`src/rtl/pulse_deser_pkg.sv`:
```
// pulse_deser_pkg: shared FSM state type, default word width and counter-width helper
// for the pulse deserializer.
package pulse_deser_pkg;

    typedef enum logic [1:0] {IDLE, SHIFT, PARITY} state_e;

    localparam int DEFAULT_WIDTH = 16;

    function automatic int clog2(input int n);
        int r;
        r = 0;
        for (int v = n - 1; v > 0; v = v >> 1) r++;
        return r;
    endfunction

endpackage

```
`src/rtl/deser_shift_reg.sv`:
```
// deser_shift_reg: serial-to-parallel shift register with a frame bit counter.
// last_o flags that the bit sampled on this edge is the final data bit of the frame.
module deser_shift_reg
    import pulse_deser_pkg::*;
#(
    parameter int WIDTH     = DEFAULT_WIDTH,
    parameter bit MSB_FIRST = 1'b1
) (
    input  logic             clock,
    input  logic             reset_n,
    input  logic             sample_i,
    input  logic             first_i,
    input  logic             serial_i,
    output logic [WIDTH-1:0] word_d_o,
    output logic             last_o
);

    localparam int CW = (clog2(WIDTH) < 1) ? 1 : clog2(WIDTH);

    logic [WIDTH-1:0] word_q, word_d, shifted;
    logic [CW-1:0]    cnt_q, cnt_d;

    generate
        if (WIDTH == 1) begin : g_one
            assign shifted = serial_i;
        end else if (MSB_FIRST) begin : g_msb
            assign shifted = {word_q[WIDTH-2:0], serial_i};
        end else begin : g_lsb
            assign shifted = {serial_i, word_q[WIDTH-1:1]};
        end
    endgenerate

    // A restarting frame overwrites every stale bit before it completes, so no clear is needed.
    always_comb begin
        last_o = sample_i && (first_i ? (WIDTH == 1) : (cnt_q == CW'(WIDTH - 1)));
        word_d = sample_i ? shifted : word_q;
        cnt_d  = !sample_i ? cnt_q : last_o ? '0 : first_i ? CW'(1) : cnt_q + CW'(1);
    end

    always_ff @(posedge clock or negedge reset_n) begin
        if (!reset_n) begin
            word_q <= '0;
            cnt_q  <= '0;
        end else begin
            word_q <= word_d;
            cnt_q  <= cnt_d;
        end
    end

    assign word_d_o = word_d;

endmodule

```
`src/rtl/pulse_deserializer.sv`:
```
// pulse_deserializer: frames a serial pulse stream into WIDTH-bit words with a valid/ready
// output, sticky overrun flag and optional even parity (macro PULSE_DESER_PARITY_EN).
module pulse_deserializer
    import pulse_deser_pkg::*;
#(
    parameter int WIDTH     = DEFAULT_WIDTH,
    parameter bit MSB_FIRST = 1'b1
) (
    input  logic             clock,
    input  logic             reset_n,
    input  logic             serial_in,
    input  logic             frame_start,
    output logic [WIDTH-1:0] data_out,
    output logic             data_valid,
    input  logic             data_ready,
    output logic             overrun,
    input  logic             clear_overrun,
    output logic             parity_err
);

    state_e           state_q, state_d;
    logic [WIDTH-1:0] data_q, data_d, word;
    logic             valid_q, valid_d, ovr_q, ovr_d, perr_q, perr_d;
    logic             sample, data_last, done, perr, load;

    assign sample = frame_start || (state_q == SHIFT);

    deser_shift_reg #(.WIDTH(WIDTH), .MSB_FIRST(MSB_FIRST)) u_shift (
        .clock    (clock),
        .reset_n  (reset_n),
        .sample_i (sample),
        .first_i  (frame_start),
        .serial_i (serial_in),
        .word_d_o (word),
        .last_o   (data_last)
    );

    // The shift register holds in PARITY, so word already equals the completed data bits there.
`ifdef PULSE_DESER_PARITY_EN
    localparam state_e AFTER_DATA = PARITY;
    assign done = (state_q == PARITY) && !frame_start;
    assign perr = ^word ^ serial_in;
`else
    localparam state_e AFTER_DATA = IDLE;
    assign done = data_last;
    assign perr = 1'b0;
`endif

    always_comb begin
        state_d = sample ? (data_last ? AFTER_DATA : SHIFT) : IDLE;
        load    = done && (!valid_q || data_ready);
        data_d  = load ? word : data_q;
        valid_d = load || (valid_q && !data_ready);
        ovr_d   = (done && valid_q && !data_ready) || (ovr_q && !clear_overrun);
        perr_d  = load ? perr : perr_q;
    end

    always_ff @(posedge clock or negedge reset_n) begin
        if (!reset_n) begin
            state_q <= IDLE;
            data_q  <= '0;
            valid_q <= 1'b0;
            ovr_q   <= 1'b0;
            perr_q  <= 1'b0;
        end else begin
            state_q <= state_d;
            data_q  <= data_d;
            valid_q <= valid_d;
            ovr_q   <= ovr_d;
            perr_q  <= perr_d;
        end
    end

    assign data_out   = data_q;
    assign data_valid = valid_q;
    assign overrun    = ovr_q;
    assign parity_err = perr_q;

endmodule

```
`config.mk`:
```
export PLATFORM = sky130hd
export DESIGN_NAME = pulse_deserializer
export DESIGN_NICKNAME = d
export VERILOG_FILES = /design/src/rtl/pulse_deser_pkg.sv /design/src/rtl/deser_shift_reg.sv /design/src/rtl/pulse_deserializer.sv
export SDC_FILE = /design/constraint.sdc
export NUM_CORES = 1
export LEC_CHECK = 0
export CORE_MARGIN = 2
export CORE_UTILIZATION = 45
export DETAILED_ROUTE_END_ITERATION = 7
export PLACE_DENSITY_LB_ADDON = 0.3
export SLEW_MARGIN = 20
export SYNTH_ARGS = -nofsm -noshare
export SYNTH_HDL_FRONTEND = slang
export SYNTH_SLANG_ARGS = --single-unit
```
`constraint.sdc`:
```
create_clock -name clock -period 2.05 [get_ports clock]
set_input_delay 0.41 -clock clock [delete_from_list [all_inputs] [get_ports clock]]
set_output_delay 0.41 -clock clock [all_outputs]
set_load 0.005 [all_outputs]
```
==> results of run 1 <==
[synthesized netlist by cell type (all sizes together)]
master	number	area (sq um)
a21oi	4	20.0
o22ai	1	6.26
xor2	1	8.76
or3	2	15.0
buf	4	28.8
nand3	2	10.0
nor4b	1	23.8
ha	1	12.5
conb	1	3.75
nor2	2	10.0
nand2	7	28.8
inv	2	7.51
nand2b	2	12.5
dfrtp	39	976
o21ai	2	10.0
mux2	32	360
[worst reg2reg max path, cell delays in order (launching register included)]
cell     delay (ns)
dfrtp_1        0.43
ha_1           0.24
nand2_1        0.12
nor4b_4        0.24
buf_4          0.22
mux2_2         0.35
[metal layers]
layer  GRT usage  share of wire  wire (um)
met1       0.175           0.48       1140
met2       0.209           0.46       1070
met3      0.0378          0.047        110
met4      0.0750          0.014         33
met5           0              0          0
[through the flow]
stage | hold slack [ns] | cells | power [mW] | setup slack, ns | cell area [sq um]
after CTS | 0.00700 | 181 | 1.57 | 0.340 | 1950
after detailed placement | 0.390 | 173 | 0.945 | 0.00774 | 1850
after global routing | 0.0242 | 181 | 1.62 | 0.244 | 1950
after floorplan | 0.114 | 103 | 0.888 | 0.258 | 1530
final | 0.0138 | 181 | 1.55 | 0.347 | 1950
after global placement | 0.389 | 173 | 0.939 | 0.0488 | 1850
[layout make-up]
cell class / instances / area share
Sequential cell: 39 / 0.500
Multi-Input combinational cell: 58 / 0.267
Timing Repair Buffer: 28 / 0.147
Clock inverter: 2 / 0.0308
Tap cell: 46 / 0.0295
Clock buffer: 6 / 0.0212
Inverter: 2 / 0.00385
[flip-flops by register name, indices dropped and copies added (netlist names)]
name,flops
data_valid,1
overrun,1
u_shift.cnt_q,4
data_out,16
state_q,1
u_shift.word_q,16
[kinds of logic after synthesis]
group / count (synthesis) / synth area share
flops: 39 / 0.636
mux: 32 / 0.235
simple gates: 16 / 0.0652
compound gates: 7 / 0.0237
buf+inv: 6 / 0.0237
fa+ha+maj: 1 / 0.00816
other cells: 1 / 0.00244
xor+xnor: 1 / 0.00571
[where the power goes]
part | internal [mW] | total [mW] | switching, mW
Combinational | 0.0573 | 0.104 | 0.0467
Clock | 0.381 | 0.624 | 0.243
Sequential | 0.803 | 0.824 | 0.0214
Total | 1.24 | 1.55 | 0.311
[final timing paths]
| kind | slack, ns | cells past startpoint | end |
|---|---|---|---|
| max | 0.35 | 5 | data_out[12] |
| min | 0.01 | 2 | overrun |
| max reg2reg | 0.35 | 5 | data_out[12] |
| min reg2reg | 0.52 | 1 | data_out[8] |
| max in group asynchronous | 1.85 | 2 | data_out[0] |
| min in group clock | 0.52 | 1 | data_out[8] |
==> results.toml, run 1 <==
[die]
dieArea_sq_um = 3890
core_sq_um = 3310
die_h_um = 62.4
initial_utilization = 0.463
num_rows = 21
ioPinCount = 25
die_x_um = 62.4

[timing]
setup_viol = 0
finClkSkew_ns = 0.00980
min_period_ns = 1.70
fin_crit_sh = 0.831
hold_violations = 0
drv_slew = 0
rsz0062_at_grt = "no"
clock.fmax_mhz = 587
finalSetupTns_ns = 0

[setup_path]
cp-end-kind = "flip-flop"
path_cells = "ha_1 -> nand2_1 -> nor4b_4 -> buf_4 -> mux2_2"
startpoint = "u_shift.cnt_q[0]"
slowest_stage = "dfrtp_1"
worstPathRequired_ns = 2.28
crit_arrival_ns = 1.93
crit_family = "flip-flops"
cpPeakStageDelay_ns = 0.43
crit_type = "flip-flop to flip-flop"
cp_max_fo = 9
cp.buffers_inverters = 1
rr_startpoint = "u_shift.cnt_q[0]"
start_kind = "flip-flop"

[flow_run]
drv_cap = 0

[min_path]
worst_hold_path_type = "primary input to async pin"

[placement]
gp_congestion = 0.667
hpwlAfterDp_mm = 1.63
io_buffers = 23

[global_route]
grtUsageTotal = 0.136
gr-total-overflow = 0
grt_pass1_wl_mm = 4.08
grt_pass1_vias = 905
grt_antenna_before_repair = 0
grt_max_degree = 40

[synthesis]
syn-num-nets = 110
syn-cell-area_sq_um = 1530
ys_seq_area_frac = 0.636
netlist-cell-type-count = 20
synth_area_per_cell_sq_um = 14.9
yosysWarnings = 0
synth_seq_cells = 39
syn_inst = 103

[clocking]
cts_made_buffers = 5
cts-resized-gates = 0
cts-htree-levels = 2
postCtsSetupRepairBufs = 0
clk_pin_slew_ns = 0.11
cts.path.max_buffers = 2
cts-root-buf = "clkbuf_4"
hold_buffers = 0
clock_latency_ns = 0.33
clock_sinks = 39
cts_tree = "done"

[layout]
diodes = 0
most-common-layout-cells = "dfrtp_1, mux2_2, clkdlybuf4s50_1"
drive_gt1_frac = 0.370
nFillCells = 282
fin_util = 0.590
final_common_cell = "dfrtp_1"
nets = 141
syn2layout_area_growth_pct = 27.2
multi_input_area_sq_um = 522
seq_area_sq_um = 976

[routing]
wire_per_inst_um = 13.0
ant_nets = 0
wirelength_mm = 2.35
drc_errors = 0
via_per_inst = 4.87
dr_total_vias = 881
drt_iter0_markers = 23
drt_first_pass_iters = 2

[pwr]
ir_drop_mv = 0.416
power.density_nw_per_um2 = 795
p_leak_nw = 0.882

[run_status]
status = "finished, final reports clean"
No activity file was read; power rests on OpenSTA's default activity.
==> run 2, diff against run 1 <==
- clock period: 2.05 -> 1.5 ns (I/O delays scaled with it)
==> results.toml, run 2 (synthesized netlist as in run 1, its figures left out) <==
[run_status]
status = "finished with violations"
violations = "negative setup slack"

[routing]
drc_errors = 0
via_per_inst = 4.87
wirelength_mm = 2.70
ant_nets = 0
drt_iter0_markers = 25
drt_first_pass_iters = 4
wire_per_inst_um = 14.1
dr_total_vias = 935

[layout]
stdcell_count = 192
nets = 152
final_common_cell = "dfrtp_1"
most-common-layout-cells = "dfrtp_1, mux2_2, dlygate4sd2_1"
nFillCells = 296
drive_gt1_frac = 0.425
diodes = 0
syn2layout_area_growth_pct = 30.8

[setup_path]
crit_type = "flip-flop to flip-flop"
cpPeakStageDelay_ns = 0.38
cp-end-kind = "flip-flop"
cp.buffers_inverters = 1
path_cells = "ha_2 -> nand2_2 -> nor4b_4 -> buf_6 -> mux2_2"
crit_arrival_ns = 1.83
cp_max_fo = 9
slowest_stage = "dfrtp_1"
worstPathRequired_ns = 1.74
start_kind = "flip-flop"
crit_family = "flip-flops"

[timing]
clock.fmax_mhz = 630
setup_ws_ns = -0.0879
drv_slew = 0
fin_crit_sh = 1.06
setup_viol = 16
min_period_ns = 1.59
finClkSkew_ns = 0.00697
rsz0062_at_grt = "yes"
hold_violations = 0

[global_route]
grt_antenna_before_repair = 0
gr-total-overflow = 0
grt_max_degree = 40
grt_pass1_wl_mm = 4.80
grt_pass1_vias = 1031
grtUsageTotal = 0.162

[clocking]
clock_sinks = 39
clock_latency_ns = 0.34
cts_tree = "done"
clk_pin_slew_ns = 0.11
cts_made_buffers = 5
cts-htree-levels = 2
cts.path.max_buffers = 2
cts-root-buf = "clkbuf_4"

[pwr]
p_sw_frac = 0.243
p_clk_frac = 0.286
p_leak_nw = 1.00
power.density_nw_per_um2 = 900
intPower_mw = 1.37
pwr-share-seq = 0.623
power.switching_uw = 439
p_comb_frac = 0.091
ir_drop_mv = 0.608

[die]
die_x_um = 62.4
die_h_um = 62.4
num_rows = 21
initial_utilization = 0.463
ioPinCount = 25
dieArea_sq_um = 3890
core_sq_um = 3310

[flow_run]
drv_cap = 0

[placement]
io_buffers = 23
hpwlAfterDp_mm = 1.82
gp_congestion = 0.660
post-place-ws_ns = -0.431
dp.cells = 178

[min_path]
worst_hold_path_type = "primary input to async pin"
-- run 2: changes by cell type in the layout (fill, tap and decap cells not counted), moves of 2 or more --
cell and change:
clkdlybuf4s50_1 -18, mux2_2 -9, mux2_4 +9, buf_6 +2
dlygate4sd2_1 +18, bufinv_16 -2, buf_4 +9
-- run 2: final cells by class --
| class | instances | area, sq um | area share |
|---|---|---|---|
| clock buffer | 6 | 41.3 | 0.0206 |
| sequential | 39 | 976 | 0.487 |
| tap | 46 | 57.6 | 0.0287 |
| multi-input combinational | 58 | 566 | 0.282 |
| inverter | 2 | 7.51 | 0.00374 |
| timing repair buffer | 39 | 345 | 0.172 |
| clock inverter | 2 | 12.5 | 0.00624 |
-- run 2: final timing paths --
check	start	end	slack, ns	cells after the start
min in group clock	data_out[9]	data_out[9]	0.52	1
worst min register to register	data_out[9]	data_out[9]	0.52	1
worst max register to register	u_shift.cnt_q[0]	data_out[10]	-0.09	5
worst max-delay path	u_shift.cnt_q[0]	data_out[10]	-0.09	5
max in group asynchronous	reset_n	data_out[3]	0.65	3
worst min-delay path	reset_n	data_out[4]	0.52	3
-- run 2: layer usage --
layer	global-route usage	wire length [um]	vias to the layer above
li1	-	-	441
met1	0.196	1200	465
met2	0.262	1310	21
met3	0.0432	119	8
met4	0.0972	63	0
met5	0	0	-
-- run 2: per-stage QoR --
stage               instance area [sq um]  power [mW]  hold slack [ns]  setup TNS [ns]  utilization
finish                               2010        1.81            0.517           -1.04        0.606
global route                         2010        1.90            0.498           -2.21        0.606
CTS                                  2000        1.83            0.506          -0.973        0.605
detailed placement                   1890        1.31            0.379           -8.91        0.570
global placement                     1890        1.29            0.367           -8.22        0.570
floorplan                            1550        1.22          0.00441           -2.17            -
-- run 2: worst register-to-register path: stages (launching register included) --
cell	delay (ns)
dfrtp_1	0.38
ha_2	0.20
nand2_2	0.07
nor4b_4	0.30
buf_6	0.21
mux2_2	0.34
-- run 2: timing repair --
item                                   CTS  global route
setup buffers                            5             0
gates cloned                             0             0
hold buffers                             1             0
setup endpoints to repair               34            16
endpoints found under the hold margin   32             0
gates resized for setup                 28             1
-- run 2: power by group through the flow --
stage	combinational [mW]	clock [mW]	sequential [mW]
floorplan	0.0750	0	1.14
detailed placement	0.162	0	1.15
CTS	0.167	0.543	1.12
finish	0.165	0.517	1.12
global placement	0.152	0	1.14
global route	0.186	0.585	1.13
